## config.mk

```make
export PLATFORM = sky130hd
export DESIGN_NAME = ps2_receiver
export DESIGN_NICKNAME = d
export VERILOG_FILES = /design/src/rtl/ps2_receiver.sv
export SDC_FILE = /design/constraint.sdc
export NUM_CORES = 1
export LEC_CHECK = 0
export CORE_ASPECT_RATIO = 1.2
export CORE_MARGIN = 5
export CORE_UTILIZATION = 40
export DETAILED_ROUTE_END_ITERATION = 8
export PLACE_DENSITY = 0.58
export SLEW_MARGIN = 20
export SYNTH_ARGS = -nofsm -noshare
export SYNTH_HDL_FRONTEND = slang
export SYNTH_SLANG_ARGS = --single-unit
```

## constraint.sdc

```tcl
create_clock -name clk -period 2.57 [get_ports clk]
set_input_delay 0.514 -clock clk [delete_from_list [all_inputs] [get_ports clk]]
set_output_delay 0.514 -clock clk [all_outputs]
set_load 0.01 [all_outputs]
```

## src/rtl/ps2_receiver.sv

```systemverilog
// PS/2 device-to-host frame receiver: start, 8 data bits LSB first, odd parity, stop.
// Works from pre-synchronized clock-fall strobes and drops a stalled frame after a timeout.
//
// state  | meaning
// IDLE   | waiting for a start bit (strobe with data low)
// DATA   | shifting in the 8 data bits, LSB first
// PARITY | waiting for the odd-parity bit
// STOP   | waiting for the stop bit; good frame or frame error decided here
module ps2_receiver #(
  parameter int TIMEOUT_CYCLES = 2000
) (
  input  logic       clk,
  input  logic       reset,
  input  logic       ps2_clk_fall,
  input  logic       ps2_data,
  output logic [7:0] byte_data,
  output logic       byte_valid,
  output logic       frame_error,
  output logic       busy
);

  localparam int TW = $clog2(TIMEOUT_CYCLES + 1);
  localparam logic [TW-1:0] TMO_MAX = TW'(TIMEOUT_CYCLES);

  typedef enum logic [1:0] {
    IDLE   = 2'd0,
    DATA   = 2'd1,
    PARITY = 2'd2,
    STOP   = 2'd3
  } state_t;

  state_t        state_q, state_d;
  logic [2:0]    bit_cnt_q, bit_cnt_d;
  logic [7:0]    shift_q, shift_d;
  logic          par_q, par_d;
  logic [7:0]    byte_q, byte_d;
  logic          valid_q, valid_d;
  logic          err_q, err_d;
  logic          busy_q, busy_d;
  logic [TW-1:0] tmo_q, tmo_d;
  logic          timed_out;
  logic          parity_ok;

  always_ff @(posedge clk) begin
    if (reset) begin
      state_q   <= IDLE;
      bit_cnt_q <= 3'd0;
      shift_q   <= 8'h00;
      par_q     <= 1'b0;
      byte_q    <= 8'h00;
      valid_q   <= 1'b0;
      err_q     <= 1'b0;
      busy_q    <= 1'b0;
      tmo_q     <= '0;
    end else begin
      state_q   <= state_d;
      bit_cnt_q <= bit_cnt_d;
      shift_q   <= shift_d;
      par_q     <= par_d;
      byte_q    <= byte_d;
      valid_q   <= valid_d;
      err_q     <= err_d;
      busy_q    <= busy_d;
      tmo_q     <= tmo_d;
    end
  end

  // Once the counter has reached its limit the frame is dead, even if a strobe arrives now.
  assign timed_out = (state_q != IDLE) && (tmo_q == TMO_MAX);
  assign parity_ok = ^{shift_q, par_q};

  always_comb begin
    state_d   = state_q;
    bit_cnt_d = bit_cnt_q;
    shift_d   = shift_q;
    par_d     = par_q;
    byte_d    = byte_q;
    valid_d   = 1'b0;
    err_d     = 1'b0;
    tmo_d     = tmo_q;

    if (state_q == IDLE) begin
      tmo_d = '0;
    end else if (ps2_clk_fall) begin
      tmo_d = '0;
    end else if (tmo_q != TMO_MAX) begin
      tmo_d = tmo_q + TW'(1);
    end

    if (timed_out) begin
      state_d   = IDLE;
      bit_cnt_d = 3'd0;
      err_d     = 1'b1;
      tmo_d     = '0;
    end else begin
      case (state_q)
        IDLE: begin
          if (ps2_clk_fall && !ps2_data) begin
            state_d   = DATA;
            bit_cnt_d = 3'd0;
          end
        end
        DATA: begin
          if (ps2_clk_fall) begin
            shift_d   = {ps2_data, shift_q[7:1]};
            bit_cnt_d = bit_cnt_q + 3'd1;
            if (bit_cnt_q == 3'd7) state_d = PARITY;
          end
        end
        PARITY: begin
          if (ps2_clk_fall) begin
            par_d   = ps2_data;
            state_d = STOP;
          end
        end
        STOP: begin
          if (ps2_clk_fall) begin
            state_d   = IDLE;
            bit_cnt_d = 3'd0;
            if (ps2_data && parity_ok) begin
              byte_d  = shift_q;
              valid_d = 1'b1;
            end else begin
              err_d = 1'b1;
            end
          end
        end
        default: state_d = IDLE;
      endcase
    end

    busy_d = (state_d != IDLE);
  end

  assign byte_data   = byte_q;
  assign byte_valid  = valid_q;
  assign frame_error = err_q;
  assign busy        = busy_q;

endmodule

```

==> results of run 1 <==
## area by class of cell
cell class                 count  area, um2  share of cell area [%]
clock buffer                   5       68.8                    3.31
clock inverter                 3       90.1                    4.33
inverter                       5       18.8                   0.903
multi-input combinational    134        941                    45.2
sequential                    36        721                    34.7
tap                           56       70.1                    3.37
timing repair buffer          18        170                    8.18
## logic make-up after synthesis
| family | Yosys count | synth area share (%) |
|---|---|---|
| XOR/XNOR | 15 | 10.3 |
| buffers and inverters | 11 | 2.50 |
| flip-flops | 36 | 42.3 |
| AO/OA/AOI/OAI | 15 | 8.52 |
| adder cells (fa/ha/maj) | 4 | 2.94 |
| AND/OR/NAND/NOR | 81 | 21.6 |
| multiplexers | 19 | 11.9 |
## cells in the mapped netlist, drive strengths merged, types with 2 or more instances
cell type / instances / area [um2]
a21oi: 3 / 15.0
a22oi: 2 / 15.0
a311oi: 2 / 17.5
and4: 2 / 17.5
clkbuf: 5 / 18.8
dfxtp: 36 / 721
ha: 4 / 50.1
inv: 4 / 15.0
mux2i: 19 / 203
nand2: 27 / 101
nand3: 3 / 15.0
nand4: 2 / 12.5
nor2: 34 / 128
nor3: 5 / 25.0
o21ai: 2 / 10.0
o311ai: 2 / 32.5
xnor2: 9 / 78.8
xnor3: 2 / 46.3
xor2: 3 / 26.3
## per-layer routing
metal	up-vias	wire length (um)	GRT usage (%)	part of all wire, %
met2	24	1630	22.6	51
met5	-	0	0	0
met3	6	145	4.04	4.5
met4	0	45	6.64	1.4
met1	597	1370	13.8	43
li1	659	-	-	-
## where the power goes
group / switching, W / internal [W]
registers: 0.00000484 / 0.000562
clock network: 0.000203 / 0.000485
logic: 0.0000272 / 0.0000221
## worst min-delay path, delay by kind of cell (launching register included)
family,cells,cell delay [ns]
simple gates,1,0.05
mux,1,0.05
flops,1,0.31
## through the flow
| step | utilization, % | hold slack (ns) |
|---|---|---|
| global route | 49.6 | 0.490 |
| CTS | 49.6 | 0.466 |
| global placement | 45.8 | 0.442 |
| detailed placement | 45.8 | 0.456 |
| floorplan | - | 0.441 |
| finish | 49.6 | 0.458 |
## worst max path at each step
| stage | to | slack [ns] | start | cells after the start |
|---|---|---|---|---|
| after floorplan | byte_data[0]$_SDFFE_PP0P_ | 0.81 | ps2_clk_fall | 5 |
| after global placement | byte_data[7]$_SDFFE_PP0P_ | 0.38 | ps2_data | 5 |
| after detailed placement | byte_data[0]$_SDFFE_PP0P_ | 0.27 | ps2_data | 5 |
| after CTS | byte_data[0]$_SDFFE_PP0P_ | 0.59 | ps2_data | 5 |
| after global routing | byte_data[4]$_SDFFE_PP0P_ | 0.48 | ps2_data | 5 |
| final | byte_data[0]$_SDFFE_PP0P_ | 0.61 | ps2_data | 5 |
## sequential cells by signal, summed over array words and instances, names as in the netlist
register     count
shift_q          8
tmo_q           11
byte_data        8
frame_error      1
state_q          2
busy             1
par_q            1
bit_cnt_q        3
byte_valid       1
==> flow_summary.json, run 1 <==
{
  "outcome": "finished, final reports clean",
  "crit_path_start_kind": "primary input",
  "slowest_stage": "clkdlybuf4s50_1",
  "start_util_pct": 40.6,
  "hold_class": "flip-flop to flip-flop",
  "dieArea_mm2": 0.00567,
  "fin_crit_ns": 1.96,
  "fin_crit_sh_pct": 76.2,
  "synth_ff_type": "dfxtp_1",
  "nets": 208,
  "crit_type": "primary input to flip-flop",
  "cts-buffers-inserted": 5,
  "setup_viol": 0,
  "ant_nets": 0,
  "synth_edf_count": 0,
  "synth.distinct_cells": 37,
  "htree_levels": 2,
  "wl_um": 3190,
  "path_cells": "clkdlybuf4s50_1 -> and4_1 -> o311ai_2 -> mux2i_4 -> mux2i_1",
  "grt_pass1_vias": 1252,
  "fin_skew_ns": 0.00828,
  "rsz0062_at_grt": "no",
  "cellPowerDensity_mw_per_mm2": 627,
  "min_to": "byte_data[2]$_SDFFE_PP0P_",
  "n_fill_cell": 400,
  "ys_async_sr_fraction_pct": 0,
  "cp.arrival_ns": 2.18,
  "cp_data_required_time_ns": 2.79,
  "timing.rr.start": "tmo_q[0]$_SDFFE_PP0N_",
  "ys_ff_latch": 36,
  "rrSetupSlack_ns": 0.68,
  "num_vias": 1286,
  "syn_avg_cell_area_um2": 9.42,
  "dp_slack_ns": 0.272,
  "clkSinkCount": 36,
  "routabilityCongestion": 0.803,
  "crit_path_max_incr_delay_ns": 0.60,
  "dieHeight_um": 81.5,
  "clock_tree.buffer_depth": 2,
  "ir_drop_uv": 489,
  "drv_slew": 0,
  "layout_commonest_cell": "dfxtp_1",
  "worst-path-max-fanout": 8,
  "yosys_warnings": 0,
  "grt_pass1_wl_um": 5700,
  "hold_violations": 0,
  "final_area_mm2": 0.00208,
  "clkLatencyLatePin_ns": 0.29,
  "reg2reg_to": "tmo_q[2]$_SDFFE_PP0N_",
  "syn_nets": 189,
  "drive_gt1_share_pct": 9.45,
  "area_delta_synth_final_pct": 22.0,
  "mostFrequentLayoutCells": "36 x dfxtp_1, 34 x nor2_1, 27 x nand2_1",
  "final_cells": 257,
  "crit_family": "multiplexers",
  "dp_cells": 249,
  "fmax_mhz": 510,
  "wl_per_cell_um": 12.4,
  "crit_buf_inv": 1,
  "avgViaCountPerCell": 5.00,
  "hp-start": "byte_data[2]$_SDFFE_PP0P_",
  "holdPathStages": 2,
  "post_cts_buffers": 0,
  "diodes": 0,
  "p_leak_nw": 0.725,
  "cts_tree": "yes",
  "gr-total-overflow": 0,
  "grt_max_degree": 17,
  "rows": 26,
  "maxCapViolations": 0,
  "synthesis.area_mm2": 0.00170,
  "antenna_found_initial": 0,
  "setup.worst_path.end_class": "flip-flop",
  "place_hpwl_um": 2410,
  "first_pass_iters": 4,
  "synth_cells": 181,
  "design.core.area_mm2": 0.00420,
  "slew_headroom_pct": 66.4,
  "portBuffers": 14,
  "clock-root-buffer": "clkbuf_8",
  "cts_resized": 0,
  "die_w_um": 69.6,
  "r2r_cells": 6,
  "ys_seq_area_share_pct": 42.3,
  "placed_area_mm2": 0.00192,
  "power.total_w": 0.00130,
  "clkSlewWorstSetupHoldPaths_ns": 0.08,
  "tns_ns": 0,
  "grt_usage_pct": 12.8,
  "worst_pin_slew_ns": 0.502,
  "hold_buffers": 0,
  "drc": 0,
  "layout_setup_ws_ns": 0.611,
  "pin_count": 15,
  "drtIter0Drc": 61
}
Note: power is estimated with default switching activity, not from simulation.
==> run 2, diff against run 1 <==
--- a/config.mk
+++ b/config.mk
@@ -9,7 +9,7 @@
 export CORE_MARGIN = 5
 export CORE_UTILIZATION = 40
 export DETAILED_ROUTE_END_ITERATION = 8
-export PLACE_DENSITY = 0.58
+export PLACE_DENSITY = 0.6
 export SLEW_MARGIN = 20
 export SYNTH_ARGS = -nofsm -noshare
 export SYNTH_HDL_FRONTEND = slang
==> constraint.sdc (replaced) <==
create_clock -name clk -period 1.65 [get_ports clk]
set_input_delay 0.33 -clock clk [delete_from_list [all_inputs] [get_ports clk]]
set_output_delay 0.33 -clock clk [all_outputs]
set_load 0.01 [all_outputs]
==> run 2 against run 1 <==
Net effect:
- the flow now finishes with violations (negative setup slack)
- clock power is 6.5% lower
- die area unchanged
- wire length increased by 12%
- power rose by 25%
- global-route usage increased by 0.90 points
- highest routed layer unchanged
- worst hold slack lost 0.0031 ns
- first-iteration DRC count grew 13%
- clock skew fell by 0.0028 ns
- register-to-register slack worse by 0.72 ns
- sequential power grew 56%
- flip-flop and latch count is the same
==> flow_summary.json, run 2 (same netlist as run 1, synthesis figures left out) <==
{
  "wl_per_cell_um": 12.6,
  "layout_commonest_cell": "nor2_1",
  "drv_slew": 0,
  "wl_um": 3580,
  "fin_skew_ns": 0.00543,
  "dieArea_mm2": 0.00567,
  "setup_viol": 19,
  "diodes": 0,
  "final_cells": 284,
  "crit_type": "flip-flop to flip-flop",
  "layout_setup_ws_ns": -0.0444,
  "area_delta_synth_final_pct": 35.6,
  "worst-path-max-fanout": 8,
  "place_hpwl_um": 2750,
  "drtIter0Drc": 69,
  "reg2reg_to": "byte_data[1]$_SDFFE_PP0P_",
  "rsz0062_at_grt": "yes",
  "dp_cells": 272,
  "mostFrequentLayoutCells": "34 x nor2_1, 33 x dfxtp_1, 28 x buf_4",
  "fin_crit_sh_pct": 103,
  "grt_pass1_vias": 1387,
  "first_pass_iters": 4,
  "holdPathStages": 2,
  "fin_crit_ns": 1.69,
  "crit_path_max_incr_delay_ns": 0.60,
  "pin_count": 15,
  "ir_drop_uv": 447,
  "slowest_stage": "or4b_4",
  "portBuffers": 14,
  "cp.arrival_ns": 1.87,
  "grt_pass1_wl_um": 6090,
  "drc": 0,
  "startpoint": "tmo_q[2]$_SDFFE_PP0N_",
  "cts-buffers-inserted": 5,
  "hold_violations": 0,
  "whs_ns": 0.455,
  "p_leak_nw": 0.841,
  "path_cells": "or4b_4 -> o311ai_4 -> mux2i_4 -> buf_12 -> mux2i_1",
  "gr-total-overflow": 0,
  "ant_nets": 0,
  "routabilityCongestion": 0.845,
  "fmax_mhz": 590,
  "rows": 26,
  "violations": "negative setup slack",
  "htree_levels": 2,
  "clock_tree.buffer_depth": 2,
  "clkLatencyLatePin_ns": 0.29,
  "setup.worst_path.end_class": "flip-flop",
  "die_w_um": 69.6,
  "design.core.area_mm2": 0.00420,
  "cts_tree": "yes",
  "hold_class": "flip-flop to flip-flop",
  "min_to": "byte_data[4]$_SDFFE_PP0P_",
  "grt_usage_pct": 13.7,
  "start_util_pct": 40.6,
  "n_fill_cell": 376,
  "avgViaCountPerCell": 5.03,
  "r2r_cells": 5,
  "outcome": "complete, but fails checks",
  "drive_gt1_share_pct": 24.1,
  "grt_max_degree": 19,
  "num_vias": 1429,
  "cellPowerDensity_mw_per_mm2": 703,
  "clkSinkCount": 36,
  "largest_register_ffs": 11,
  "antenna_found_initial": 0,
  "maxCapViolations": 0,
  "cp_data_required_time_ns": 1.83,
  "dieHeight_um": 81.5,
  "crit_path_start_kind": "flip-flop",
  "clock-root-buffer": "clkbuf_8",
  "timing.rr.start": "tmo_q[2]$_SDFFE_PP0N_",
  "clkSlewWorstSetupHoldPaths_ns": 0.07,
  "nets": 235,
  "rrSetupSlack_ns": -0.04,
  "slew_headroom_pct": 74.1,
  "largest-register": "tmo_q",
  "worst_pin_slew_ns": 0.385,
  "hp-start": "byte_data[4]$_SDFFE_PP0P_"
}
## run 2: cell types whose count changed in the layout (fill, tap and decap cells not counted), sizes merged
cell | before | now
clkbuf | 5 | 6
clkinv | 1 | 3
buf | 4 | 31
bufinv | 3 | 0
## run 2: critical path: cells and delay by family (launching register included)
family,cells,cell delay [ns]
AND/OR/NAND/NOR,1,0.60
buffers and inverters,1,0.16
flip-flops,1,0.31
AO/OA/AOI/OAI,1,0.28
multiplexers,2,0.24
## run 2: layout make-up
| type | instances | area, um2 | area share, % |
|---|---|---|---|
| multi-input combinational | 134 | 1000 | 43.4 |
| sequential | 36 | 724 | 31.3 |
| timing repair buffer | 45 | 402 | 17.4 |
| clock buffer | 6 | 82.6 | 3.57 |
| tap | 56 | 70.1 | 3.03 |
| inverter | 5 | 18.8 | 0.812 |
| clock inverter | 2 | 10.0 | 0.433 |
## run 2: where the power goes
part / switching [W] / total (W) / internal (W)
Sequential: 0.00000632 / 0.000881 / 0.000875
Combinational: 0.0000493 / 0.000100 / 0.0000507
Clock: 0.000310 / 0.000643 / 0.000333
Total: 0.000365 / 0.00162 / 0.00126
## run 2: how the worst max path moves through the flow
stage / endpoint / slack (ns) / cells after the start
after CTS: byte_data[1]$_SDFFE_PP0P_ / -0.06 / 5
after floorplan: byte_data[0]$_SDFFE_PP0P_ / -0.02 / 4
after global routing: byte_data[1]$_SDFFE_PP0P_ / -0.14 / 5
after global placement: byte_data[4]$_SDFFE_PP0P_ / -0.19 / 6
final: byte_data[1]$_SDFFE_PP0P_ / -0.04 / 5
after detailed placement: byte_data[1]$_SDFFE_PP0P_ / -0.27 / 6
## run 2: stage by stage
step / area [um2] / TNS [ns] / total power [W] / utilization [%] / setup WS, ns
final: 2310 / -0.463 / 0.00162 / 55.1 / -0.0444
after global routing: 2310 / -1.68 / 0.00171 / 55.1 / -0.136
after CTS: 2260 / -0.649 / 0.00164 / 54.0 / -0.0594
after detailed placement: 2130 / -5.44 / 0.000996 / 50.7 / -0.274
after global placement: 2130 / -4.49 / 0.000992 / 50.7 / -0.194
after floorplan: 1720 / -0.187 / 0.000952 / - / -0.0234
## run 2: routing by layer
| metal | wire length, um | up-vias | part of all wire (%) | track usage [%] |
|---|---|---|---|---|
| met5 | 0 | - | 0 | 0 |
| met4 | 78 | 0 | 2.2 | 6.84 |
| met3 | 104 | 9 | 2.9 | 3.79 |
| met2 | 1930 | 18 | 54 | 26.2 |
| met1 | 1470 | 692 | 41 | 13.6 |
| li1 | - | 710 | - | - |
## run 2: repair_timing
| item | 4_1_cts | 5_1_grt |
|---|---|---|
| pin swaps | 1 | 1 |
| hold buffers | 0 | 0 |
| resized for setup | 2 | 10 |
| buffers inserted | 4 | 1 |
| setup endpoints to repair | 15 | 30 |
